$ cat config.mk
export PLATFORM = sky130hd
export DESIGN_NAME = down_counter_timer
export DESIGN_NICKNAME = d
export VERILOG_FILES = /design/src/rtl/down_counter_pkg.sv /design/src/rtl/down_counter_timer_key_press_detect.sv /design/src/rtl/down_counter_timer.sv
export SDC_FILE = /design/constraint.sdc
export NUM_CORES = 1
export LEC_CHECK = 0
export CAP_MARGIN = 20
export CORE_UTILIZATION = 50
export CTS_CLUSTER_DIAMETER = 200
export CTS_CLUSTER_SIZE = 40
export DETAILED_ROUTE_END_ITERATION = 7
export PLACE_DENSITY_LB_ADDON = 0.1
export REMOVE_ABC_BUFFERS = 1
export SYNTH_ARGS = -nofsm -noshare
export SYNTH_HDL_FRONTEND = slang
export SYNTH_HIERARCHICAL = 1
export SYNTH_SLANG_ARGS = --single-unit
$ cat constraint.sdc
create_clock -name CLOCK_50 -period 2.43 [get_ports CLOCK_50]
set_input_delay 0.486 -clock CLOCK_50 [delete_from_list [all_inputs] [get_ports CLOCK_50]]
set_output_delay 0.486 -clock CLOCK_50 [all_outputs]
set_load 0.05 [all_outputs]
$ cat src/rtl/down_counter_pkg.sv
// down_counter_pkg: state encoding and key indices shared by the down-counter timer.
package down_counter_pkg;
    typedef enum logic [1:0] {IDLE = 2'd0, RUN = 2'd1, PAUSE = 2'd2, DONE = 2'd3} state_t;
    localparam int KEY_LOAD = 1;
    localparam int KEY_START = 2;
    localparam int KEY_STEP = 3;
endpackage

$ cat src/rtl/down_counter_timer_key_press_detect.sv
// key_press_detect: 2-flop synchronizer, optional debounce filter, one-cycle falling-edge press pulse.
// Debounce filter is built only when DOWN_COUNTER_TIMER_DEBOUNCE_EN is defined.
module key_press_detect #(
    parameter int DEBOUNCE_CYCLES = 1000000
) (
    input  logic i_clk,
    input  logic i_rst_n,
    input  logic i_key,
    output logic o_press
);
    logic [1:0] r_sync;
    logic [1:0] r_fill;
    logic       r_prev;
    logic       r_armed;
    logic       w_level;
    // A key held low through reset release stays disarmed until a real released level is seen.
    always_ff @(posedge i_clk) begin
        if (!i_rst_n) begin
            r_sync  <= 2'b11;
            r_fill  <= 2'b00;
            r_prev  <= 1'b1;
            r_armed <= 1'b0;
        end else begin
            r_sync  <= {r_sync[0], i_key};
            r_fill  <= {r_fill[0], 1'b1};
            r_prev  <= w_level;
            r_armed <= r_armed | (r_fill[1] & r_sync[1]);
        end
    end
`ifdef DOWN_COUNTER_TIMER_DEBOUNCE_EN
    localparam int CW = $clog2(DEBOUNCE_CYCLES + 1);
    logic [CW-1:0] r_cnt;
    logic          r_filt;
    always_ff @(posedge i_clk) begin
        if (!i_rst_n) begin
            r_cnt  <= '0;
            r_filt <= 1'b1;
        end else if (r_sync[1] == r_filt) begin
            r_cnt <= '0;
        end else if (r_cnt == CW'(DEBOUNCE_CYCLES - 1)) begin
            r_filt <= r_sync[1];
            r_cnt  <= '0;
        end else begin
            r_cnt <= r_cnt + 1'b1;
        end
    end
    assign w_level = r_filt;
`else
    assign w_level = r_sync[1];
`endif
    assign o_press = r_armed & r_prev & ~w_level;
    if (DEBOUNCE_CYCLES < 1) begin : g_bad_cfg
        $error("DEBOUNCE_CYCLES must be at least 1");
    end
endmodule

$ cat src/rtl/down_counter_timer.sv
// down_counter_timer: 4-bit loadable down-counter with start/pause, single step and done flag.
// Define DOWN_COUNTER_TIMER_DEBOUNCE_EN to debounce KEY[3:1].
module down_counter_timer
    import down_counter_pkg::*;
#(
    parameter int TICK_DIV        = 50000000,
    parameter int DEBOUNCE_CYCLES = 1000000
) (
    input  logic       CLOCK_50,
    input  logic [3:0] KEY,
    input  logic [3:0] SW,
    output logic [3:0] LEDG,
    output logic [1:0] LEDR
);
    localparam int PW = (TICK_DIV > 1) ? $clog2(TICK_DIV) : 1;
    logic [3:1]    w_press;
    logic          w_load, w_start, w_step, w_wrap;
    logic [3:0]    w_dec;
    state_t        r_state;
    logic [3:0]    r_count;
    logic [PW-1:0] r_presc;
    for (genvar i = 1; i < 4; i++) begin : g_key
        key_press_detect #(.DEBOUNCE_CYCLES(DEBOUNCE_CYCLES)) u_key (
            .i_clk   (CLOCK_50),
            .i_rst_n (KEY[0]),
            .i_key   (KEY[i]),
            .o_press (w_press[i])
        );
    end
    assign w_load  = w_press[KEY_LOAD];
    assign w_start = w_press[KEY_START];
    assign w_step  = w_press[KEY_STEP];
    assign w_wrap  = r_presc == PW'(TICK_DIV - 1);
    assign w_dec   = r_count - 4'd1;
    // Pause leaves the prescaler untouched so a resume finishes the partial tick.
    always_ff @(posedge CLOCK_50) begin
        if (!KEY[0]) begin
            r_state <= IDLE;
            r_count <= 4'd0;
            r_presc <= '0;
        end else if (w_load) begin
            r_count <= SW;
            r_presc <= '0;
            r_state <= (SW == 4'd0) ? DONE : IDLE;
        end else begin
            case (r_state)
                IDLE, PAUSE: begin
                    if (w_start && (r_state == PAUSE || r_count != 4'd0)) begin
                        r_state <= RUN;
                    end else if (w_step && r_count != 4'd0) begin
                        r_count <= w_dec;
                        if (w_dec == 4'd0) r_state <= DONE;
                    end
                end
                RUN: begin
                    if (w_start) begin
                        r_state <= PAUSE;
                    end else if (w_wrap) begin
                        r_presc <= '0;
                        r_count <= w_dec;
                        if (w_dec == 4'd0) r_state <= DONE;
                    end else begin
                        r_presc <= r_presc + 1'b1;
                    end
                end
                default: ;
            endcase
        end
    end
    assign LEDG = r_count;
    assign LEDR = {r_state == DONE, r_state == RUN};
endmodule

# After elaboration in Yosys (flattened, before gate mapping)
# Cells that the tools add are included.
# W data, S select, Z words.
classes:
  add_sub_neg: 2
  multipliers: 0
  div_mod_pow: 0
  n_lt_le_gt_ge: 0
  eq_ne: 10
  n_shift: 0
  mux: 18
  bitwise_logic: 17
  n_reduce_logical: 13
ops:
  columns: ["op", "count"]
  rows:
  - ["$add A26 B1 Y26 const B", 1]
  - ["$eq A26 B26 Y1 const B", 1]
  - ["$mux W26", 1]
  - ["$mux W4", 5]
  - ["$mux W2", 7]
  - ["$and A1 B1 Y1", 9]
  - ["$ne A3 B2 Y1 const B", 3]
  - ["$logic_not A4 Y1", 2]
  - ["$pmux W4 S2", 1]
  - ["$not A1 Y1", 5]
  - ["$reduce_and A5 Y1", 1]
  - ["$eq A2 B2 Y1 const B", 2]
  - ["$ne A4 B1 Y1 const B", 1]
  - ["$ne A4 B3 Y1 const B", 1]
  - ["$pmux W2 S2", 1]
  - ["$reduce_bool A4 Y1", 1]
  - ["$reduce_or A2 Y1", 2]
  - ["$sub A4 B1 Y4 const B", 1]
  - ["$mux W1", 3]
  - ["$ne A3 B1 Y1 const B", 1]
  - ["$or A1 B1 Y1", 3]
  - ["$reduce_and A3 Y1", 1]
  - ["$reduce_bool A3 Y1", 1]
  - ["$eq A2 B1 Y1 const B", 1]
  - ["other kinds (4)", 5]
word_totals:
  reg_bits: 50
  latchBits: 0
  ram_bits: 0
  romBits: 0
  memories: 0

# Longest topological paths before layout
# Gate-level depths: netlist of run 1.
logic_depth:
  ltp_word: 7
  mapped_depth: 9
  depth_no_buf: 7

# By module
# Netlist of run 1, hierarchy kept.
by_module_without_submodules:
  columns: ["module", "n_inst", "cells_each", "area_per_inst_um2", "seq_area_each_um2"]
  rows:
  - ["down_counter_timer", 1, 219, 1829.3, 640.6]
  - ["key_press_detect", 3, 14, 165.2, 120.1]

# Least setup slack after synthesis of run 1
# OpenSTA, ideal clock, no wires.
synth_path:
  path_kind: "register to register"
  from: "register r_count[0] (netlist: LEDG[0])"
  to: "register r_count[0] (netlist: LEDG[0])"
  setup_ns: 0.079
  arrival_time_ns: 1.971
  t_required_ns: 2.351
  path_slack_ns: 0.380
  stages_incl_launch_ff: 8
  n_path_buf: 0
  cell_sequence: "dfxtp_1 > inv_1 > ha_1 > or3b_2 > nand3_1 > nor2_1 > or2_2 > o211ai_1"
synth_between:
  elab_chain_len: 5
  word_cells_on_any_way: 14
synth_lines:
  columns: ["element", "line_no", "rtl"]
  rows:
  - ["start: declaration", "down_counter_timer.sv:20", "logic [3:0] r_count;"]
  - ["start signal: assignment", "down_counter_timer.sv:51", "r_count <= w_dec;"]
  - ["start signal: assignment", "down_counter_timer.sv:60", "r_count <= w_dec;"]
  - ["$sub A4 B1 Y4 or $reduce_bool A4 Y1 (tied branches)", "down_counter_timer.sv:34, down_counter_timer.sv:48, down_counter_timer.sv:50", null]
  - ["$mux W4 (tied with other cells)", "down_counter_timer.sv:58", "end else if (w_wrap) begin"]
  - ["$mux W4 (tied with other cells)", "down_counter_timer.sv:56", "if (w_start) begin"]
  - ["$pmux W4 S2 or $ne A3 B2 Y1 (tied branches)", null, null]
  - ["$mux W4 or $reduce_and A5 Y1 (tied branches)", null, null]
# Parallel ways exist; a longest one is shown, timed or not. The select of a mux whose other input is x is not followed.
# A chain may end at the register's enable or synchronous reset.

# Worst setup path after layout of run 1
layout_path:
  from: "register r_state[0]"
  to: "output LEDR[0]"
layout_between:
  elab_chain_len: 1
layout_lines:
  columns: ["element", "line_no", "rtl"]
  rows:
  - ["start: declaration", "down_counter_timer.sv:19", "state_t r_state;"]
  - ["start signal: assignment", "down_counter_timer.sv:44", "r_state <= (SW == 4'd0) ? DONE : IDLE;"]
  - ["$eq A2 B1 Y1", "down_counter_timer.sv:71", "assign LEDR = {r_state == DONE, r_state == RUN};"]
  - ["end: declaration", "down_counter_timer.sv:13", "output logic [1:0] LEDR"]
# No other way between the ends.

==> run_results.csv, run 1 <==
group,metric,value,unit
placed_design,place.gp.congestion,0.8422,
critical_path,critPathArrivalTime,1.83,ns
synth,synth_top_family_by_area,"simple AND/OR/NAND/NOR gates",
synth,synth-compound-area-share,0.09150,
layout,nets,289,
critical_path,cp.required,1.94,ns
routing,drtIter0Drc,103,
layout,final_core_util,0.5867,
global_routing,grt_max_degree,29,
synth,synthFlopType,"dfxtp_1",
cts,cts.sinks,50,
global_routing,grt-ovfl-total,0,
synth,synth_edf_count,0,
synth,synth_seq_cells,50,
synth,synth_top_area_frac,0.4306,
sta,skew,0.006949,ns
layout,drive_gt1_frac,0.08993,
pwr,leakage,0.0009587,uW
synth,synth_fa_ha_area_frac,0.01615,
global_routing,grt_antenna_before_repair,0,
routing,drc,0,
sta,final_max_slew_viol_count,0,
critical_path,start_kind,"flop",
critical_path,slowest_delay,0.83,ns
critical_path,cp-end-kind,"output pin",
synth,synth.top_cells.by_count,"dfxtp_1, nor2_1, xor2_1, nand2_1, nand3_1",
cts,cts-root-buf,"clkbuf_8",
cts,clk_path_buf_depth,2,
synth,yosys_warnings,6,
synth,muxShareOfSynthArea,0.004306,
critical_path,worst_path_max_delay_cell,"clkdlybuf4s50_1",
pwr,peakVddDrop,391.5,uV
synth,synth.distinct_cells,47,
sta,setup_slack,0.1115,ns
layout,fillers,421,
cts,numCtsBuffers,5,
run_status,status,"finished, final reports clean",
die,boundaryPins,15,
die,die-width,70.19,um
sta,finalCriticalPeriod,2.318,ns
synth,ys_seq_area_frac,0.4306,
die,core,4414,um^2
run,drv_cap,0,
placed_design,io_buffers,14,
min_path,hp-class,"reg -> reg",
critical_path,r2r_slack,0.40,ns
sta,max_slew.worst_pin.slew,0.5948,ns
cts,post-cts-setup-buffers,0,
cts,path_clk_slew,0.10,ns
routing,wl_per_cell,12.65,um
die,dieArea,4926,um^2
sta,rsz0062_at_grt,"no",
routing,wl,4176,um
layout,insertedDiodeCount,0,
critical_path,startpoint,"r_state[0]",
placed_design,dp_cells,322,
routing,drtPass1Iterations,4,
sta,final_hold_viol_count,0,
cts,cts_resized,0,
sta,max_freq,431.3,MHz
min_path,min-delay-start,"g_key[3].u_key/r_sync[0]",
placed_design,dpl_worst_slack,0.4366,ns
layout,multi_input_area,1211,um^2
critical_path,critical_path.cell_chain,"inv_1 -> nor2_1 -> clkdlybuf4s50_1",
synth,synthXorXnorAreaFrac,0.08665,
global_routing,grt_usage,0.1905,
synth,yosysTopAreaCell,"dfxtp_1",
critical_path,reg2reg_from,"LEDG[0]",
placed_design,dp_hpwl,2973,um
synth,synth_most_common_cell,"dfxtp_1",
sta,post-route-period-util,0.9541,
synth,synthesis.area,2325,um^2
sta,setup_viol,0,
sta,fin_setup_tns,0,ns
cts,cts.htree.levels,2,
cts,cts_tree,"built",
layout,seq_area,1001,um^2
synth,syn_inst,261,
placed_design,dpl-instance-area,2492,um^2
layout,syn_to_final_growth,11.41,%
routing,drtAntennaViolNets,0,
layout,fin_area,2590,um^2
synth,avgSynthCellArea,8.907,um^2
global_routing,grt_pass1_vias,1655,
routing,vias,1803,
synth,synth_area_leaders,"dfxtp_1, xor2_1, nor2_1",
routing,routed_via_density,5.464,
critical_path,cp_max_fo,7,
die,die_h,70.19,um
die,start_util,0.5266,
synth,async_reset_ff_frac,0,
pwr,p_per_area,551.8,nW/um^2
synth,synthSimpleGateAreaFrac,0.3224,
layout,stdcell_count,330,
global_routing,grt_pass1_wl,7479,um
sta,relSlewSlack,0.5984,
cts,cts_hold_buffers,0,
critical_path,crit_type,"reg -> out",
cts,clock_latency,0.31,ns
die,rows,24,
## path summary, 6_finish.rpt
path / end / cells past startpoint
setup reg to reg: LEDG[1] / 7
hold / removal: g_key[3].u_key/r_sync[1] / 1
setup / recovery: LEDR[0] / 3
hold reg to reg: g_key[3].u_key/r_sync[1] / 1
## metal layers
layer,wire [um],vias to the layer above,GRT usage
met2,1852,28,0.2959
li1,-,949,-
met3,142,5,0.04329
met4,61,0,0.07333
met1,2120,821,0.2568
met5,0,-,0
## power breakdown
| part | internal, uW | switching (uW) |
|---|---|---|
| Combinational | 33.4 | 36.2 |
| Clock | 216 | 302 |
| Sequential | 835 | 7.33 |
## per-stage QoR
step / hold slack (ns) / total power [uW]
2_1_floorplan: 0.3863 / 897.2
3_3_place_gp: 0.3884 / 930.8
3_5_place_dp: 0.3917 / 931.6
4_1_cts: 0.4161 / 1446
5_1_grt: 0.4448 / 1483
6_report: 0.4163 / 1429
## critical path: cells and delay by family (launching register included)
kind,cells,cell delay (ns)
simple gates,1,0.15
flops,1,0.44
buf+inv,2,0.94
## flip-flops by register name, indices dropped and copies added, names as in the netlist
register	flops
g_key.u_key/r_prev	3
g_key.u_key/r_fill	6
LEDG	4
g_key.u_key/r_sync	6
r_presc	26
g_key.u_key/r_armed	3
r_state	2
## kinds of logic after synthesis
logic type | Yosys count
multiplexers | 1
XOR/XNOR | 23
flip-flops | 50
buffers and inverters | 19
adder cells (fa/ha/maj) | 3
AO/OA/AOI/OAI | 32
AND/OR/NAND/NOR | 133
## layout by cell type, fill, tap and decap left out, types with 3 or more instances in the layout
cell type / n
nand3_1: 15
ha_1: 3
clkbuf_8: 5
o221ai_1: 3
o211ai_1: 7
xnor2_1: 6
nand2b_1: 10
nand4_1: 10
xor2_1: 17
inv_1: 8
and2_1: 3
nor3_1: 4
buf_4: 6
a21oi_1: 12
and3_1: 9
clkdlybuf4s50_1: 14
nor4b_1: 3
nor2b_1: 3
nand2_1: 16
nor2_1: 37
and4_1: 3
and2_2: 3
dfxtp_1: 50
## final cells by class
type / count / area share
multi-input combinational: 192 / 0.4676
sequential: 50 / 0.3865
timing repair buffer: 20 / 0.07150
clock buffer: 5 / 0.02657
tap: 52 / 0.02512
inverter: 8 / 0.01159
clock inverter: 3 / 0.01111
No activity file was read; power rests on OpenSTA's default activity.
==> run 2: changes to the inputs <==
--- a/config.mk
+++ b/config.mk
@@ -6,7 +6,7 @@
 export NUM_CORES = 1
 export LEC_CHECK = 0
 export CAP_MARGIN = 20
-export CORE_UTILIZATION = 50
+export CORE_UTILIZATION = 58
 export CTS_CLUSTER_DIAMETER = 200
 export CTS_CLUSTER_SIZE = 40
 export DETAILED_ROUTE_END_ITERATION = 7
==> run 2 against run 1 <==
Compared with the run above:
- non-clock buffer count unchanged
- setup slack improved by 0.013 ns
- sequential power barely moved
- flip-flop and latch count unchanged
- first-iteration DRC count grew 15%
- combinational power about the same
- sequential share of layout area rose by 0.075 points
- clock-buffer cell count is the same
- utilization increased by 10 points
- design area is 0.19% lower
- total power decreased by 0.35%
- hold slack worse by 0.0036 ns
==> run_results.csv, run 2 (same netlist as run 1, synthesis figures left out) <==
group,metric,value,unit
run_status,status,"finished, final reports clean",
sta,skew,0.008594,ns
critical_path,cp.required,1.94,ns
placed_design,dp_hpwl,2972,um
routing,drtIter0Drc,118,
global_routing,grt_max_degree,29,
critical_path,cp_max_fo,7,
sta,max_freq,433.8,MHz
routing,routed_via_density,5.656,
layout,nets,289,
layout,largest_register_ffs,26,
global_routing,grt_antenna_before_repair,0,
sta,setup_slack,0.1247,ns
sta,fin_setup_tns,0,ns
sta,finalCriticalPeriod,2.305,ns
critical_path,reg2reg_from,"LEDG[0]",
critical_path,reg2reg_to,"LEDG[0]",
global_routing,grt_pass1_vias,1725,
cts,cts.sinks,50,
layout,drive_gt1_frac,0.08993,
layout,syn_to_final_growth,11.19,%
routing,wl_per_cell,12.71,um
routing,drtAntennaViolNets,0,
pwr,leakage,0.0009583,uW
die,die_h,65.31,um
global_routing,grt_pass1_wl,7445,um
layout,final_cell_mix,"dfxtp_1, nor2_1, xor2_1, nand2_1, nand3_1",
critical_path,start_kind,"flop",
cts,clk_path_buf_depth,2,
cts,cts_tree,"built",
placed_design,dpl-instance-area,2487,um^2
min_path,worstHoldPathCells,1,
placed_design,dpl_worst_slack,0.4216,ns
layout,insertedDiodeCount,0,
critical_path,critPathArrivalTime,1.82,ns
layout,reg_top3,"r_presc: 26 flops, g_key.u_key/r_fill: 6 flops, g_key.u_key/r_sync: 6 flops",
cts,numCtsBuffers,5,
pwr,p_per_area,551.0,nW/um^2
layout,fin_area,2585,um^2
layout,top_register,"r_presc",
run,drv_cap,0,
global_routing,grt-ovfl-total,0,
routing,vias,1844,
sta,max_slew.worst_pin.slew,0.5425,ns
die,boundaryPins,15,
cts,cts-root-buf,"clkbuf_8",
min_path,min-delay-start,"g_key[3].u_key/r_sync[0]",
routing,wl,4142,um
die,die-width,65.31,um
cts,cts_resized,0,
pwr,peakVddDrop,504.2,uV
min_path,hp-class,"reg -> reg",
sta,final_hold_viol_count,0,
cts,post-cts-setup-buffers,0,
sta,rsz0062_at_grt,"no",
sta,final_max_slew_viol_count,0,
cts,cts.htree.levels,2,
die,core,3744,um^2
critical_path,ff2ff_path_depth,7,
critical_path,r2r_slack,0.40,ns
placed_design,io_buffers,14,
placed_design,place.gp.congestion,0.9012,
min_path,min_to,"g_key[3].u_key/r_sync[1]",
sta,post-route-period-util,0.9487,
sta,relSlewSlack,0.6338,
sta,setup_viol,0,
cts,cts_hold_buffers,0,
cts,clock_latency,0.31,ns
die,rows,22,
die,start_util,0.6210,
critical_path,cp-end-kind,"output pin",
die,dieArea,4265,um^2
routing,drtPass1Iterations,4,
cts,path_clk_slew,0.09,ns
global_routing,grt_usage,0.2228,
critical_path,crit_type,"reg -> out",
layout,layout_commonest_cell,"dfxtp_1",
routing,drc,0,
[run 2: cell count changes in the layout (fill, tap and decap cells not counted), sizes merged]
cell,previous run,this run
inv,10,9
clkinv,1,2
[run 2: where the power goes]
group          internal [uW]  leakage (uW)  switching, uW  total [uW]
clock                    214     0.0000502            299         513
combinational           33.3      0.000501           35.9        69.2
sequential               835      0.000407           7.41         842
total                   1080      0.000958            342        1420
[run 2: worst max-delay path by stage]
stage                from           to  cells after the start
2_1_floorplan  r_presc[3]  r_presc[22]                      5
3_3_place_gp      LEDG[0]      LEDG[0]                      7
3_5_place_dp      LEDG[0]      LEDG[0]                      7
4_1_cts        r_state[0]      LEDR[0]                      3
5_1_grt        r_state[0]      LEDR[0]                      3
6_report       r_state[0]      LEDR[0]                      3
[run 2: stage by stage]
stage	power [uW]	instances	utilization	hold WS, ns
2_1_floorplan	897.2	250	-	0.3863
3_3_place_gp	930.3	318	0.6644	0.3888
3_5_place_dp	930.8	318	0.6644	0.3936
4_1_cts	1442	326	0.6905	0.4169
5_1_grt	1483	326	0.6905	0.4450
6_report	1424	326	0.6905	0.4126
[run 2: per-layer routing]
layer	up-vias	GRT usage	routed length [um]
li1	946	-	-
met1	863	0.3160	2146
met2	28	0.3299	1788
met3	7	0.04514	151
met4	0	0.08424	55
met5	-	0	0
[run 2: final cells by class]
class,count,area (um^2)
inverters,8,30.03
clock buffers,5,68.82
fillers,329,1159
repair buffers,20,185.2
flip-flops and latches,50,1001
clock inverters,3,28.78
well taps,48,60.06
multi-input cells,192,1211
[run 2: critical path: stages (launching register included)]
cell	delay [ns]
dfxtp_1	0.43
inv_1	0.11
nor2_1	0.15
clkdlybuf4s50_1	0.83
==> run 3: changes to the inputs <==
--- a/config.mk
+++ b/config.mk
@@ -6,12 +6,13 @@
 export NUM_CORES = 1
 export LEC_CHECK = 0
 export CAP_MARGIN = 20
-export CORE_UTILIZATION = 58
+export CORE_UTILIZATION = 53
 export CTS_CLUSTER_DIAMETER = 200
 export CTS_CLUSTER_SIZE = 40
 export DETAILED_ROUTE_END_ITERATION = 7
 export PLACE_DENSITY_LB_ADDON = 0.1
 export REMOVE_ABC_BUFFERS = 1
+export SETUP_SLACK_MARGIN = 0.05
 export SYNTH_ARGS = -nofsm -noshare
 export SYNTH_HDL_FRONTEND = slang
 export SYNTH_HIERARCHICAL = 1
==> constraint.sdc (replaced) <==
create_clock -name CLOCK_50 -period 1.9 [get_ports CLOCK_50]
set_input_delay 0.38 -clock CLOCK_50 [delete_from_list [all_inputs] [get_ports CLOCK_50]]
set_output_delay 0.38 -clock CLOCK_50 [all_outputs]
set_load 0.05 [all_outputs]
==> run 3 against run 2 <==
Compared with the run above:
- die area increased by 9.1%
- clock-buffer cell count unchanged
- register-to-register slack got worse by 0.27 ns
- utilization decreased by 0.85 points
- largest cell class unchanged
- critical endpoint is now r_presc[4]
- design area increased by 8.6%
- clock power increased by 73%
==> run_results.csv, run 3 (same netlist as run 1, synthesis figures left out) <==
group,metric,value,unit
critical_path,critPathArrivalTime,1.97,ns
sta,setup_viol,0,
cts,path_clk_slew,0.09,ns
die,die_h,68.23,um
routing,routed_via_density,5.558,
pwr,peakVddDrop,483.0,uV
sta,whs,0.4110,ns
die,core,4115,um^2
critical_path,startpoint,"r_presc[22]",
cts,clk_path_buf_depth,2,
routing,drtAntennaViolNets,0,
die,boundaryPins,15,
critical_path,crit_type,"reg -> reg",
sta,final_hold_viol_count,0,
global_routing,grt-ovfl-total,0,
cts,cts_tree,"built",
die,dieArea,4655,um^2
placed_design,place.gp.congestion,0.8683,
pwr,leakage,0.001092,uW
critical_path,slowest_delay,0.58,ns
layout,top_register,"r_presc",
placed_design,dp_cells,334,
layout,syn_to_final_growth,20.72,%
critical_path,crit_family,"simple AND/OR/NAND/NOR gates",
min_path,min-delay-start,"g_key[3].u_key/r_sync[0]",
critical_path,cp.required,2.10,ns
routing,vias,1912,
cts,cts-root-buf,"clkbuf_8",
layout,final_core_util,0.6820,
die,start_util,0.5649,
layout,insertedDiodeCount,0,
critical_path,cp_num_buf_inv,1,
die,die-width,68.23,um
cts,cts.htree.levels,2,
sta,rsz0062_at_grt,"no",
run_status,status,"finished, final reports clean",
layout,layout_commonest_cell,"dfxtp_1",
global_routing,grt_max_degree,29,
min_path,hp-class,"reg -> reg",
routing,wl_per_cell,13.55,um
cts,clock_latency,0.31,ns
placed_design,io_buffers,14,
critical_path,critical_path.cell_chain,"nand4_1 -> or4_4 -> nor3_2 -> or2_1 -> buf_12 -> nor2_1",
sta,finalCriticalPeriod,1.766,ns
layout,final_cell_mix,"dfxtp_1, nor2_1, buf_4, xor2_1, nand2_1",
pwr,p_per_area,735.1,nW/um^2
cts,cts.sinks,50,
sta,max_slew.worst_pin.slew,0.3890,ns
routing,drc,0,
sta,final_max_slew_viol_count,0,
layout,reg_top3,"r_presc: 26 flops, g_key.u_key/r_fill: 6 flops, g_key.u_key/r_sync: 6 flops",
global_routing,grt_pass1_wl,7755,um
sta,max_freq,566.3,MHz
routing,drtIter0Drc,112,
critical_path,cp-end-kind,"flop",
sta,post-route-period-util,0.9294,
layout,stdcell_count,344,
placed_design,dp_hpwl,3219,um
run,drv_cap,0,
critical_path,cp_max_fo,23,
pwr,power,2063,uW
global_routing,grt_pass1_vias,1785,
layout,nets,305,
global_routing,grt_usage,0.2273,
routing,drtPass1Iterations,4,
critical_path,start_kind,"flop",
sta,skew,0.01042,ns
cts,numCtsBuffers,5,
critical_path,worst_path_max_delay_cell,"or4_4",
layout,drive_gt1_frac,0.1837,
sta,relSlewSlack,0.7383,
global_routing,grt_antenna_before_repair,0,
routing,wl,4661,um
layout,largest_register_ffs,26,
critical_path,reg2reg_from,"r_presc[22]",
die,rows,23,
[run 3: worst register-to-register path, stage by stage (launching register included)]
cell     delay (ns)
dfxtp_1        0.36
nand4_1        0.16
or4_4          0.58
nor3_2         0.15
or2_1          0.17
buf_12         0.16
nor2_1         0.07
[run 3: through the flow]
stage | setup TNS, ns | setup slack (ns) | cell area, um^2
5_1_grt | 0 | 0.03869 | 2806
3_3_place_gp | 0 | 0.08104 | 2618
4_1_cts | 0 | 0.05699 | 2766
3_5_place_dp | -0.01043 | -0.01043 | 2618
6_report | 0 | 0.1342 | 2806
2_1_floorplan | -0.5516 | -0.1628 | 2242
[run 3: report_power, final]
group / internal (uW) / switching (uW) / total (uW)
combinational: 50.0 / 50.1 / 100
sequential: 1070 / 9.31 / 1080
clock: 527 / 359 / 886
[run 3: final cells by class]
| cell class | instances | area, um^2 |
|---|---|---|
| Fill cell | 332 | 1309 |
| Tap cell | 50 | 62.56 |
| Multi-Input combinational cell | 192 | 1246 |
| Clock buffer | 5 | 68.82 |
| Sequential cell | 50 | 1002 |
| Clock inverter | 3 | 68.82 |
| Inverter | 8 | 30.03 |
| Timing Repair Buffer | 36 | 327.8 |
[run 3: what timing repair did]
item                       CTS  global route
pin swaps                    0             6
resized for setup            3             6
setup endpoints to repair    4            28
hold buffers                 0             0
setup buffers                0             2
[run 3: routing by layer]
metal  vias to the layer above  track usage  routed length, um
met5                         -            0                  0
met4                         0      0.08854                 84
met3                         7      0.05500                152
met2                        33       0.3615               2126
met1                       896       0.2939               2297
li1                        976            -                  -
[run 3: final timing paths]
check        cells after the start                  endpoint  slack, ns
max                              6                r_presc[4]       0.13
min                              1  g_key[3].u_key/r_sync[1]       0.41
max reg2reg                      6                r_presc[4]       0.13
min reg2reg                      1  g_key[3].u_key/r_sync[1]       0.41
